### config.mk
export PLATFORM = sky130hd
export DESIGN_NAME = instr_fetch_unit_flat
export DESIGN_NICKNAME = d
export VERILOG_FILES = /design/src/rtl/instr_fetch_unit_pkg.sv /design/src/rtl/instr_fetch_unit_if.sv /design/src/rtl/instr_fetch_unit.sv /design/src/flat_wrapper.sv
export SDC_FILE = /design/constraint.sdc
export NUM_CORES = 1
export LEC_CHECK = 0
export CORE_MARGIN = 4
export CORE_UTILIZATION = 52
export CTS_BUF_LIST = sky130_fd_sc_hd__clkbuf_2
export DETAILED_ROUTE_END_ITERATION = 8
export PLACE_DENSITY = 0.89
export SLEW_MARGIN = 20
export SYNTH_ARGS = -nofsm -noshare
export SYNTH_HDL_FRONTEND = slang
export SYNTH_SLANG_ARGS = --single-unit
### constraint.sdc
create_clock -name clk -period 5.54 [get_ports clk]
set_clock_uncertainty 0.1 [all_clocks]
set_input_delay 0.554 -clock clk [delete_from_list [all_inputs] [get_ports clk]]
set_output_delay 0.554 -clock clk [all_outputs]
set_load 0.01 [all_outputs]
### src/rtl/instr_fetch_unit_pkg.sv
// instr_fetch_unit_pkg: shared state encoding, constants and fetch-address check for the fetch stage.
package instr_fetch_unit_pkg;

    typedef enum logic [1:0] {
        IF_IDLE  = 2'd0,
        IF_READ  = 2'd1,
        IF_DONE  = 2'd2,
        IF_FAULT = 2'd3
    } if_state_e;

    localparam logic [31:0] PC_INC = 32'd4;
    localparam int ROM_AWIDTH_DEF = 9;

    // A fetch PC is legal only when word aligned and fully addressable by the ROM.
    function automatic logic fetch_ok(input logic [31:0] addr, input int aw);
        return (addr[1:0] == 2'b00) && ((addr >> aw) == 32'd0);
    endfunction

endpackage

### src/rtl/instr_fetch_unit_if.sv
// instr_fetch_unit_if: instruction ROM bus between the fetch unit (master) and the ROM (slave).
interface instr_fetch_unit_if #(
    parameter int AWIDTH = 9
);
    logic              rom_nce;
    logic              rom_re;
    logic [AWIDTH-1:0] rom_addr;
    logic [31:0]       rom_data;

    modport master (output rom_nce, output rom_re, output rom_addr, input rom_data);
    modport slave  (input rom_nce, input rom_re, input rom_addr, output rom_data);
endinterface

### src/rtl/instr_fetch_unit.sv
// instr_fetch_unit: owns the PC, reads one ROM word per request into the IR and traps bad fetch addresses.
module instr_fetch_unit
    import instr_fetch_unit_pkg::*;
#(
    parameter logic [31:0] RESET_PC    = 32'h0000_0000,
    parameter int          WAIT_CYCLES = 1,
    parameter int          ROM_AWIDTH  = ROM_AWIDTH_DEF
) (
    input  logic                      clk,
    input  logic                      rst,
    input  logic                      fetch_start,
    input  logic                      pc_we,
    input  logic [31:0]               pc_next,
    instr_fetch_unit_if.master        rom,
    output logic [31:0]               ir,
    output logic [31:0]               pc,
    output logic [31:0]               pc_plus4,
    output logic                      busy,
    output logic                      ir_valid,
    output logic                      fault
);

    if_state_e   state, state_nx;
    logic [2:0]  cnt;
    logic        redir;
    logic [31:0] redir_pc;
    logic [31:0] fetch_pc;
    logic        read_last;

    always_comb begin
        fetch_pc  = pc_we ? pc_next : pc;
        read_last = (state == IF_READ) && (cnt == 3'(WAIT_CYCLES - 1));
        state_nx  = IF_IDLE;
        case (state)
            IF_IDLE, IF_DONE: state_nx = !fetch_start ? IF_IDLE :
                                         fetch_ok(fetch_pc, ROM_AWIDTH) ? IF_READ : IF_FAULT;
            IF_READ:          state_nx = read_last ? IF_DONE : IF_READ;
            IF_FAULT:         state_nx = pc_we ? IF_IDLE : IF_FAULT;
            default:          state_nx = IF_IDLE;
        endcase
    end

    // A write landing in the final READ cycle is the newest, so it beats any latched redirect.
    always_ff @(posedge clk) begin
        if (rst) begin
            state    <= IF_IDLE;
            pc       <= RESET_PC;
            ir       <= 32'd0;
            cnt      <= 3'd0;
            redir    <= 1'b0;
            redir_pc <= 32'd0;
        end else begin
            state <= state_nx;
            cnt   <= (state == IF_READ) ? cnt + 3'd1 : 3'd0;
            if (state == IF_READ) begin
                if (read_last) begin
                    ir    <= rom.rom_data;
                    pc    <= pc_we ? pc_next : redir ? redir_pc : pc_plus4;
                    redir <= 1'b0;
                end else if (pc_we) begin
                    redir    <= 1'b1;
                    redir_pc <= pc_next;
                end
            end else if (pc_we) begin
                pc <= pc_next;
            end
        end
    end

    assign pc_plus4     = pc + PC_INC;
    assign busy         = (state == IF_READ);
    assign ir_valid     = (state == IF_DONE);
    assign fault        = (state == IF_FAULT);
    assign rom.rom_nce  = !busy;
    assign rom.rom_re   = busy;
    assign rom.rom_addr = busy ? pc[ROM_AWIDTH-1:0] : '0;

endmodule
### src/flat_wrapper.sv
// flat-port wrapper written by rule: the top's interface ports become plain ports
module instr_fetch_unit_flat import instr_fetch_unit_pkg::*;
#(
    parameter logic [31:0] RESET_PC    = 32'h0000_0000,
    parameter int          WAIT_CYCLES = 1,
    parameter int          ROM_AWIDTH  = ROM_AWIDTH_DEF
)
  (clk, rst, fetch_start, pc_we, pc_next, ir, pc, pc_plus4, busy, ir_valid, fault, rom_rom_nce, rom_rom_re, rom_rom_addr, rom_rom_data);
  instr_fetch_unit_if rom_i ();
  input  logic clk;
  input  logic rst;
  input  logic fetch_start;
  input  logic pc_we;
  input  logic [31:0] pc_next;
  output logic [31:0] ir;
  output logic [31:0] pc;
  output logic [31:0] pc_plus4;
  output logic busy;
  output logic ir_valid;
  output logic fault;
  output wire logic [$bits(rom_i.rom_nce)-1:0] rom_rom_nce;
  output wire logic [$bits(rom_i.rom_re)-1:0] rom_rom_re;
  output wire logic [$bits(rom_i.rom_addr)-1:0] rom_rom_addr;
  input wire logic [$bits(rom_i.rom_data)-1:0] rom_rom_data;
  assign rom_rom_nce = rom_i.rom_nce;
  assign rom_rom_re = rom_i.rom_re;
  assign rom_rom_addr = rom_i.rom_addr;
  assign rom_i.rom_data = rom_rom_data;
  instr_fetch_unit #(.RESET_PC(RESET_PC), .WAIT_CYCLES(WAIT_CYCLES), .ROM_AWIDTH(ROM_AWIDTH)) u_core (.clk(clk), .rst(rst), .fetch_start(fetch_start), .pc_we(pc_we), .pc_next(pc_next), .rom(rom_i), .ir(ir), .pc(pc), .pc_plus4(pc_plus4), .busy(busy), .ir_valid(ir_valid), .fault(fault));
endmodule
After elaboration in Yosys (flattened, before gate mapping)
Index checks and enable logic that the tools add are counted.

word-level totals
  bits in registers = 102
  latch bits = 0
  bits in writable memories = 0
  ROM bits = 0
  bits of input ports = 68
  output and inout port bits = 110
  logic and storage cells = 43
  memories kept = 0

cells by class
  $add $sub $neg = 2
  multipliers = 0
  divide/modulo/power cells = 0
  order comparisons = 0
  equality and inequality tests = 4
  shifts and indexed selects = 0
  muxes and demuxes = 13
  bitwise logic cells = 2
  reductions and logical operators = 15

operators by type and width
  kind                                                             number
  32-bit two-way mux                                               5
  32-bit by 3-bit adder with 32-bit output, second input constant  1
  32-bit logical NOT                                               1
  9-bit two-way mux                                                1
  2-bit two-way mux                                                4
  2-bit case mux with 3 select lines                               1
  2-bit AND reduction                                              3
  2-bit == test, second input constant                             2
  2-bit logical NOT                                                2
  2-bit nonzero test                                               2
  2-bit OR reduction                                               2
  3-bit by 1-bit adder with 3-bit output, second input constant    1
  3-bit logical NOT                                                1
  3-bit AND reduction                                              1
  2-bit by 1-bit == test with 1-bit output, second input constant  1
  1-bit logical AND                                                2
  1-bit two-way mux                                                2
  2-bit != test, second input constant                             1
  1-bit inverter                                                   2
  1-bit logical NOT                                                1

Longest topological paths before layout
Gate-level depths: netlist of run 1.

  depth in word-level cells = 6
  gate-level depth with buffers = 8
  depth with buffers taken out = 7

Worst setup path after synthesis of run 1
OpenSTA, ideal clock, no wires.

  path kind = register to output
  start point = register u_core.pc[3]
  end point = output port pc_plus4[26]
  arrival time = 1717 ps
  data required time = 4886 ps
  path slack = 3169 ps
  stages on the path, launching flop included = 6
  buffers on the path = 0
  path through = dfxtp_1 > ha_1 > nand4_1 > or2_1 > nor3_2 > xor2_1

on the way
  cells in the longest elaborated chain, start to end = 1

ends and longest elaborated chain
  what                                      RTL line                source
  start: declaration                        instr_fetch_unit.sv:16  output logic [31:0] pc,
  start signal: assignment                  instr_fetch_unit.sv:58  pc <= pc_we ? pc_next : redir ? redir_pc : pc_plus4;
  start signal: assignment                  instr_fetch_unit.sv:65  pc <= pc_next;
  32-bit by 3-bit adder with 32-bit output  instr_fetch_unit.sv:70  assign pc_plus4 = pc + PC_INC;
  end: declaration                          flat_wrapper.sv:17      output logic [31:0] pc_plus4;

No other way between the ends.

Final worst setup path of run 1
  start point = register u_core.pc[18]
  end point = output port pc_plus4[25]

Same word-level chain as after synthesis.

==> flow_summary_export.csv, run 1 <==
group,metric,value,unit
routing,drc_errors,0,
clocking,clk_latency,0.58,ns
power,p_clk_frac,0.219,
power,ir_drop,0.000130,V
routing,vias,6258,
floorplan,die_height,111,um
final_layout,fin_util,0.710,
clocking,cts_tree,"done",
worst_hold_path,hold_class,"flip-flop to flip-flop",
worst_setup_path,cp-end-kind,"output port",
outcome,status,"finished clean",
final_layout,multi_input_area,3180,sq um
power,switchingPower,0.468,mW
floorplan,fp.dieW,111,um
clocking,clk_pin_slew,0.30,ns
clocking,cts.sinks,102,
synth,synth_cell_types,71,
worst_setup_path,r2r_slack,2.78,ns
worst_setup_path,r2r-start,"u_core.state[0]$_SDFF_PP0_",
worst_setup_path,cp_data_arrival_time,3.17,ns
timing,finalSetupTns,0,ns
worst_setup_path,cp.required,4.89,ns
routing,first_pass_iters,6,
grt,antenna_found_initial,0,
final_layout,syn_to_final_growth,32.8,%
power,p_leak,2.49,nW
power,switching_share,0.321,
clocking,cts_buffer_depth,2,
synth,synth_cells,734,
synth,syn-num-nets,805,
routing,drt_iter0_markers,767,
clocking,cts_setup_buffers,0,
timing,slew_violations,0,
synth,syn_area,5540,sq um
placement,portBuffers,177,
worst_setup_path,reg2reg_to,"u_core.pc[6]$_SDFFE_PP0P_",
clocking,cts_resized,0,
run,max_cap_violations,0,
clocking,cts_buffers,9,
floorplan,start_util,0.535,
worst_setup_path,critPathKind,"flip-flop to output port",
timing,setup_viol_count_final,0,
final_layout,n_fill_cell,842,
synth,synth_warnings,0,
grt,grtUsageTotal,0.305,
power,p_int,0.991,mW
timing,hold_viol,0,
power,p_comb_frac,0.228,
timing,worst_pin_slew,0.915,ns
floorplan,dieArea,12400,sq um
grt,gr-total-overflow,0,
floorplan,rows,37,
power,seqPwrFrac,0.553,
grt,grt_start_max_net_pins,65,
timing,max_slew_margin,0.387,
placement,place.gp.congestion,0.930,
worst_hold_path,min_from,"u_core.redir_pc[17]$_SDFFE_PP0P_",
worst_setup_path,cp_max_fo,11,
grt,grt_first_pass_wirelength,30.9,mm
final_layout,diodes,0,
placement,place_hpwl,14.2,mm
final_layout,nNetsFinal,936,
synth,synth_edf_count,0,
worst_setup_path,start_kind,"flip-flop",
clocking,h-tree-depth,3,
timing,fin_crit,3.82,ns
timing,fin_crit_sh,0.690,
synth,yosys_most_used_dff,"dfxtp_1",
power,p_per_area,198,nW/um^2
grt,grt_pass1_vias,5814,
final_layout,final_layout_size_suffix_gt1_frac,0.0609,
timing,fmax,262,MHz
worst_hold_path,holdPathStages,2,
clocking,cts_root_buf,"clkbuf_2",
worst_setup_path,reg2reg_depth,6,
routing,wl_per_cell,19.5,um
synth,async_flop_share,0,
synth,ys_ff_latch,102,
clocking,postCtsHoldBufs,0,
floorplan,io-pin-count,178,
timing,rsz0062_at_grt,"no",
routing,routed_via_density,6.22,
floorplan,core-area,10400,sq um
routing,ant_nets,0,
worst_hold_path,hold_path_end,"u_core.redir_pc[17]$_SDFFE_PP0P_",
routing,drt-total-wl,19.7,mm
synth,syn_avg_cell_area,7.55,sq um
synth,yosysSeqAreaShare,0.368,
final_layout,regArea,2040,sq um
==> cells by family (layout without fill, tap and decap cells) <==
group                    after synthesis  after routing  synth area share
AO/OA/AOI/OAI                        182            182             0.205
XOR/XNOR                              28             28            0.0442
adder cells (fa/ha/maj)                3              3           0.00677
buffers and inverters                 80            216            0.0609
flip-flops                           102            102             0.368
multiplexers                           3              3           0.00564
AND/OR/NAND/NOR                      336            336             0.309
==> worst max-delay path, stage by stage (launching register included) <==
cell	delay [ns]
dfxtp_1	0.68
and4_1	0.37
nand4_1	0.20
nor4_2	0.58
xor2_1	0.19
clkdlybuf4s50_1	0.56
==> worst max-delay path by stage <==
stage | start | endpoint | slack, ns | cells past startpoint
2_1_floorplan | u_core.pc[3]$_SDFFE_PP0P_ | pc_plus4[26] | 3.17 | 5
3_3_place_gp | pc_we | u_core.redir_pc[2]$_SDFFE_PP0P_ | 2.38 | 5
3_5_place_dp | pc_we | u_core.pc[25]$_SDFFE_PP0P_ | 2.44 | 7
4_1_cts | u_core.pc[18]$_SDFFE_PP0P_ | pc_plus4[25] | 1.74 | 5
5_1_grt | u_core.pc[2]$_SDFFE_PP0P_ | pc_plus4[26] | 1.59 | 6
6_report | u_core.pc[18]$_SDFFE_PP0P_ | pc_plus4[25] | 1.72 | 5
==> cell usage after synthesis (all sizes together), types with 8 or more instances <==
cell | instances | area, sq um
and2 | 12 | 75.1
dfxtp | 102 | 2040
nor4 | 23 | 205
nand4 | 23 | 165
o21ai | 22 | 110
clkbuf | 39 | 148
nor2 | 25 | 96.4
a22oi | 9 | 67.6
inv | 17 | 63.8
a21oi | 91 | 455
a211oi | 8 | 60.1
a221oi | 12 | 111
nor3 | 20 | 130
xor2 | 9 | 78.8
and3 | 8 | 50.1
nand3 | 21 | 110
buf | 24 | 126
xnor2 | 19 | 166
nand2 | 177 | 667
==> power groups by stage <==
| stage | logic, mW | clock network (mW) | registers [mW] |
|---|---|---|---|
| finish | 0.332 | 0.320 | 0.806 |
| global route | 0.356 | 0.355 | 0.812 |
| CTS | 0.330 | 0.325 | 0.805 |
| detailed placement | 0.328 | 0 | 0.818 |
| global placement | 0.323 | 0 | 0.816 |
| floorplan | 0.154 | 0 | 0.811 |
==> layer usage <==
metal / share of wire / routed length, um / global-route usage / up-vias
met2: 0.46 / 9050 / 0.473 / 404
li1: - / - / - / 2870
met5: 0 / 0 / 0 / -
met3: 0.12 / 2440 / 0.0857 / 31
met4: 0.020 / 393 / 0.101 / 0
met1: 0.40 / 7790 / 0.409 / 2953
==> final cells by class <==
cell class | instances | share of cell area
inverters | 17 | 0.00866
multi-input cells | 552 | 0.432
well taps | 136 | 0.0231
repair buffers | 183 | 0.246
clock buffers | 9 | 0.00612
clock inverters | 7 | 0.00680
flip-flops and latches | 102 | 0.277
==> per-stage QoR <==
step / hold slack, ns / worst slack [ns] / power, mW / instance area (sq um) / instances
floorplan: 0.332 / 3.17 / 0.964 / 5540 / 734
global placement: 0.339 / 2.38 / 1.14 / 7260 / 990
detailed placement: 0.345 / 2.44 / 1.15 / 7260 / 990
CTS: 0.349 / 1.74 / 1.46 / 7360 / 1006
global route: 0.341 / 1.59 / 1.52 / 7360 / 1006
finish: 0.372 / 1.72 / 1.46 / 7360 / 1006
==> registers in the layout, summed over array words and instances, names as in the netlist <==
signal	count
u_core.cnt	3
u_core.state	2
u_core.redir	1
u_core.pc	32
u_core.redir_pc	32
u_core.ir	32
==> cell usage in the layout, fill, tap and decap left out, types with 4 or more instances in the layout <==
cell / count
a22oi_1: 9
o21ai_0: 19
dfxtp_1: 102
inv_1: 15
nor2b_1: 4
nor4_2: 5
clkdlybuf4s50_1: 176
a211oi_1: 8
o311ai_0: 4
a221oi_1: 11
nand4_1: 21
xnor2_1: 19
nand2_1: 174
and3_1: 8
a21oi_1: 91
xor2_1: 9
and4_1: 7
nand3_1: 19
buf_4: 6
and2_1: 12
nor3_2: 7
nor3_1: 13
nor2_1: 23
a31oi_1: 7
nor4_1: 16
clkbuf_2: 9
No activity file was read; power rests on OpenSTA's default activity.
==> run 2, diff against run 1 <==
CORE_UTILIZATION = 44   (was 52)
PLACE_DENSITY = 0.8   (was 0.89)
clock period = 3.45 ns   (was 5.54 ns; I/O delays follow)
==> run 2 against run 1 <==
Effect of this change: total power rose by 66%; sequential power rose by 60%; register-to-register slack got worse by 2.0 ns; routed wire length fell by 1.7%; combinational power rose by 65%; final cell count rose by 5.3%; critical path depth rose by 1; clock power rose by 82%; final area rose by 3.9%; global-route usage fell by 4.5 points; utilization fell by 8.1 points; worst hold slack got worse by 0.24 ns.
==> flow_summary_export.csv, run 2 (synthesized netlist as in run 1, its figures left out) <==
group,metric,value,unit
final_layout,finalInstanceArea,7650,sq um
run,max_cap_violations,0,
final_layout,final_common_cell,"nand2_1",
clocking,clk_pin_slew,0.28,ns
floorplan,start_util,0.456,
floorplan,io-pin-count,178,
grt,grt_first_pass_wirelength,30.1,mm
final_layout,final_layout_size_suffix_gt1_frac,0.104,
clocking,clk_latency,0.62,ns
placement,place_hpwl,13.8,mm
floorplan,fp.dieW,120,um
placement,placed_area,7350,sq um
routing,drt-total-wl,19.3,mm
timing,hold_viol,0,
timing,slew_violations,0,
timing,finalSetupTns,0,ns
timing,fin_ws,0.153,ns
worst_setup_path,cp_max_fo,6,
worst_setup_path,cpPeakStageDelay,0.48,ns
power,finalPower,2.42,mW
clocking,cts_tree,"done",
routing,drt_iter0_markers,777,
routing,ant_nets,0,
final_layout,syn_to_final_growth,38.1,%
timing,fmax,303,MHz
placement,portBuffers,177,
clocking,cts.sinks,102,
power,p_per_area,316,nW/um^2
grt,grt_start_max_net_pins,61,
routing,wl_per_cell,18.3,um
final_layout,finalNonFillerCells,1059,
worst_setup_path,cp_data_arrival_time,2.85,ns
grt,grt_pass1_vias,5560,
grt,antenna_found_initial,1,
timing,max_slew_margin,0.321,
routing,first_pass_iters,7,
floorplan,die_height,120,um
timing,worst_pin_slew,1.01,ns
placement,place_inst,1030,
routing,vias,6119,
clocking,cts_root_buf,"clkbuf_2",
worst_setup_path,cp_slowest_cell,"clkdlybuf4s50_1",
worst_hold_path,hold_class,"input pin to flip-flop",
worst_setup_path,critPathKind,"flip-flop to output port",
routing,routed_via_density,5.78,
timing,fin_crit,3.30,ns
worst_setup_path,cp.required,3.00,ns
clocking,cts_buffers,9,
floorplan,core-area,12200,sq um
floorplan,rows,40,
placement,place.gp.congestion,0.932,
grt,grtUsageTotal,0.259,
clocking,h-tree-depth,3,
final_layout,top_regs,"u_core.ir x32, u_core.pc x32, u_core.redir_pc x32",
clocking,cts_buffer_depth,2,
placement,dp_slack,0.622,ns
timing,setup_viol_count_final,0,
outcome,status,"finished clean",
worst_setup_path,crit_chain,"ha_2 > nand3_1 > nor3_1 > a31oi_1 > or2_2 > clkdlybuf4s50_1",
final_layout,final_cell_mix,"176 x nand2_1, 175 x clkdlybuf4s50_1, 91 x a21oi_1",
power,p_leak,2.67,nW
grt,gr-total-overflow,0,
floorplan,dieArea,14500,sq um
timing,fin_crit_sh,0.956,
power,ir_drop,0.000307,V
worst_setup_path,cp-end-kind,"output port",
worst_setup_path,start_kind,"flip-flop",
routing,drc_errors,0,
final_layout,nNetsFinal,958,
-- run 2: cell count changes in the layout (fill, tap and decap cells not counted), sizes merged --
| cell | delta |
|---|---|
| diode | +1 |
| clkdlybuf4s50 | -1 |
| buf | +22 |
| clkinv | -1 |
| clkinvlp | -3 |
| bufinv | +1 |
| inv | +1 |
| dlygate4sd3 | +1 |
-- run 2: timing repair --
action / in CTS / in global routing
setup endpoints to repair: 6 / 20
setup buffers: 6 / 7
hold endpoints to repair: 1 / 0
resized for setup: 3 / 30
pin swaps: 3 / 5
hold buffers: 1 / 0
-- run 2: power by group --
part           internal, mW  leakage (nW)  switching (mW)
Combinational         0.277          1.76           0.270
Sequential             1.23         0.839          0.0623
Clock                 0.165        0.0699           0.419
Total                  1.67          2.67           0.751
-- run 2: area by class of cell --
cell class                 count  area (sq um)
inverter                      17          63.8
multi-input combinational    552          3210
tap                          168           210
antenna                        1          2.50
fill                        1095          4510
clock buffer                   9          45.0
clock inverter                 5          60.1
sequential                   102          2090
timing repair buffer         205          1970
-- run 2: worst max-delay path, delay by kind of cell, from the launching register on --
kind / cells / cell delay (ns)
AO/OA/AOI/OAI: 1 / 0.15
adder cells (fa/ha/maj): 1 / 0.23
buffers and inverters: 1 / 0.48
AND/OR/NAND/NOR: 3 / 0.96
flip-flops: 1 / 0.43
-- run 2: routing by layer --
metal	wire length, um	vias up	global-route usage
li1	-	2907	-
met1	7960	2796	0.341
met2	8640	369	0.397
met3	2320	47	0.102
met4	415	0	0.0708
met5	0	-	0
-- run 2: worst paths after layout --
kind	startpoint	endpoint	slack, ns	cells past startpoint
worst min-delay path	rom_rom_data[18]	u_core.ir[18]$_SDFFE_PP0P_	0.13	3
worst max-delay path	u_core.pc[3]$_SDFFE_PP0P_	pc_plus4[30]	0.15	6
worst min register to register	u_core.ir[7]$_SDFFE_PP0P_	u_core.ir[7]$_SDFFE_PP0P_	0.37	2
worst max register to register	u_core.cnt[0]$_SDFF_PP0_	u_core.pc[22]$_SDFFE_PP0P_	0.81	7
-- run 2: per-stage QoR --
stage,hold WS (ns),utilization
6_report,0.127,0.629
5_1_grt,0.0565,0.629
4_1_cts,0.0932,0.619
3_5_place_dp,0.346,0.605
3_3_place_gp,0.340,0.605
2_1_floorplan,0.332,-
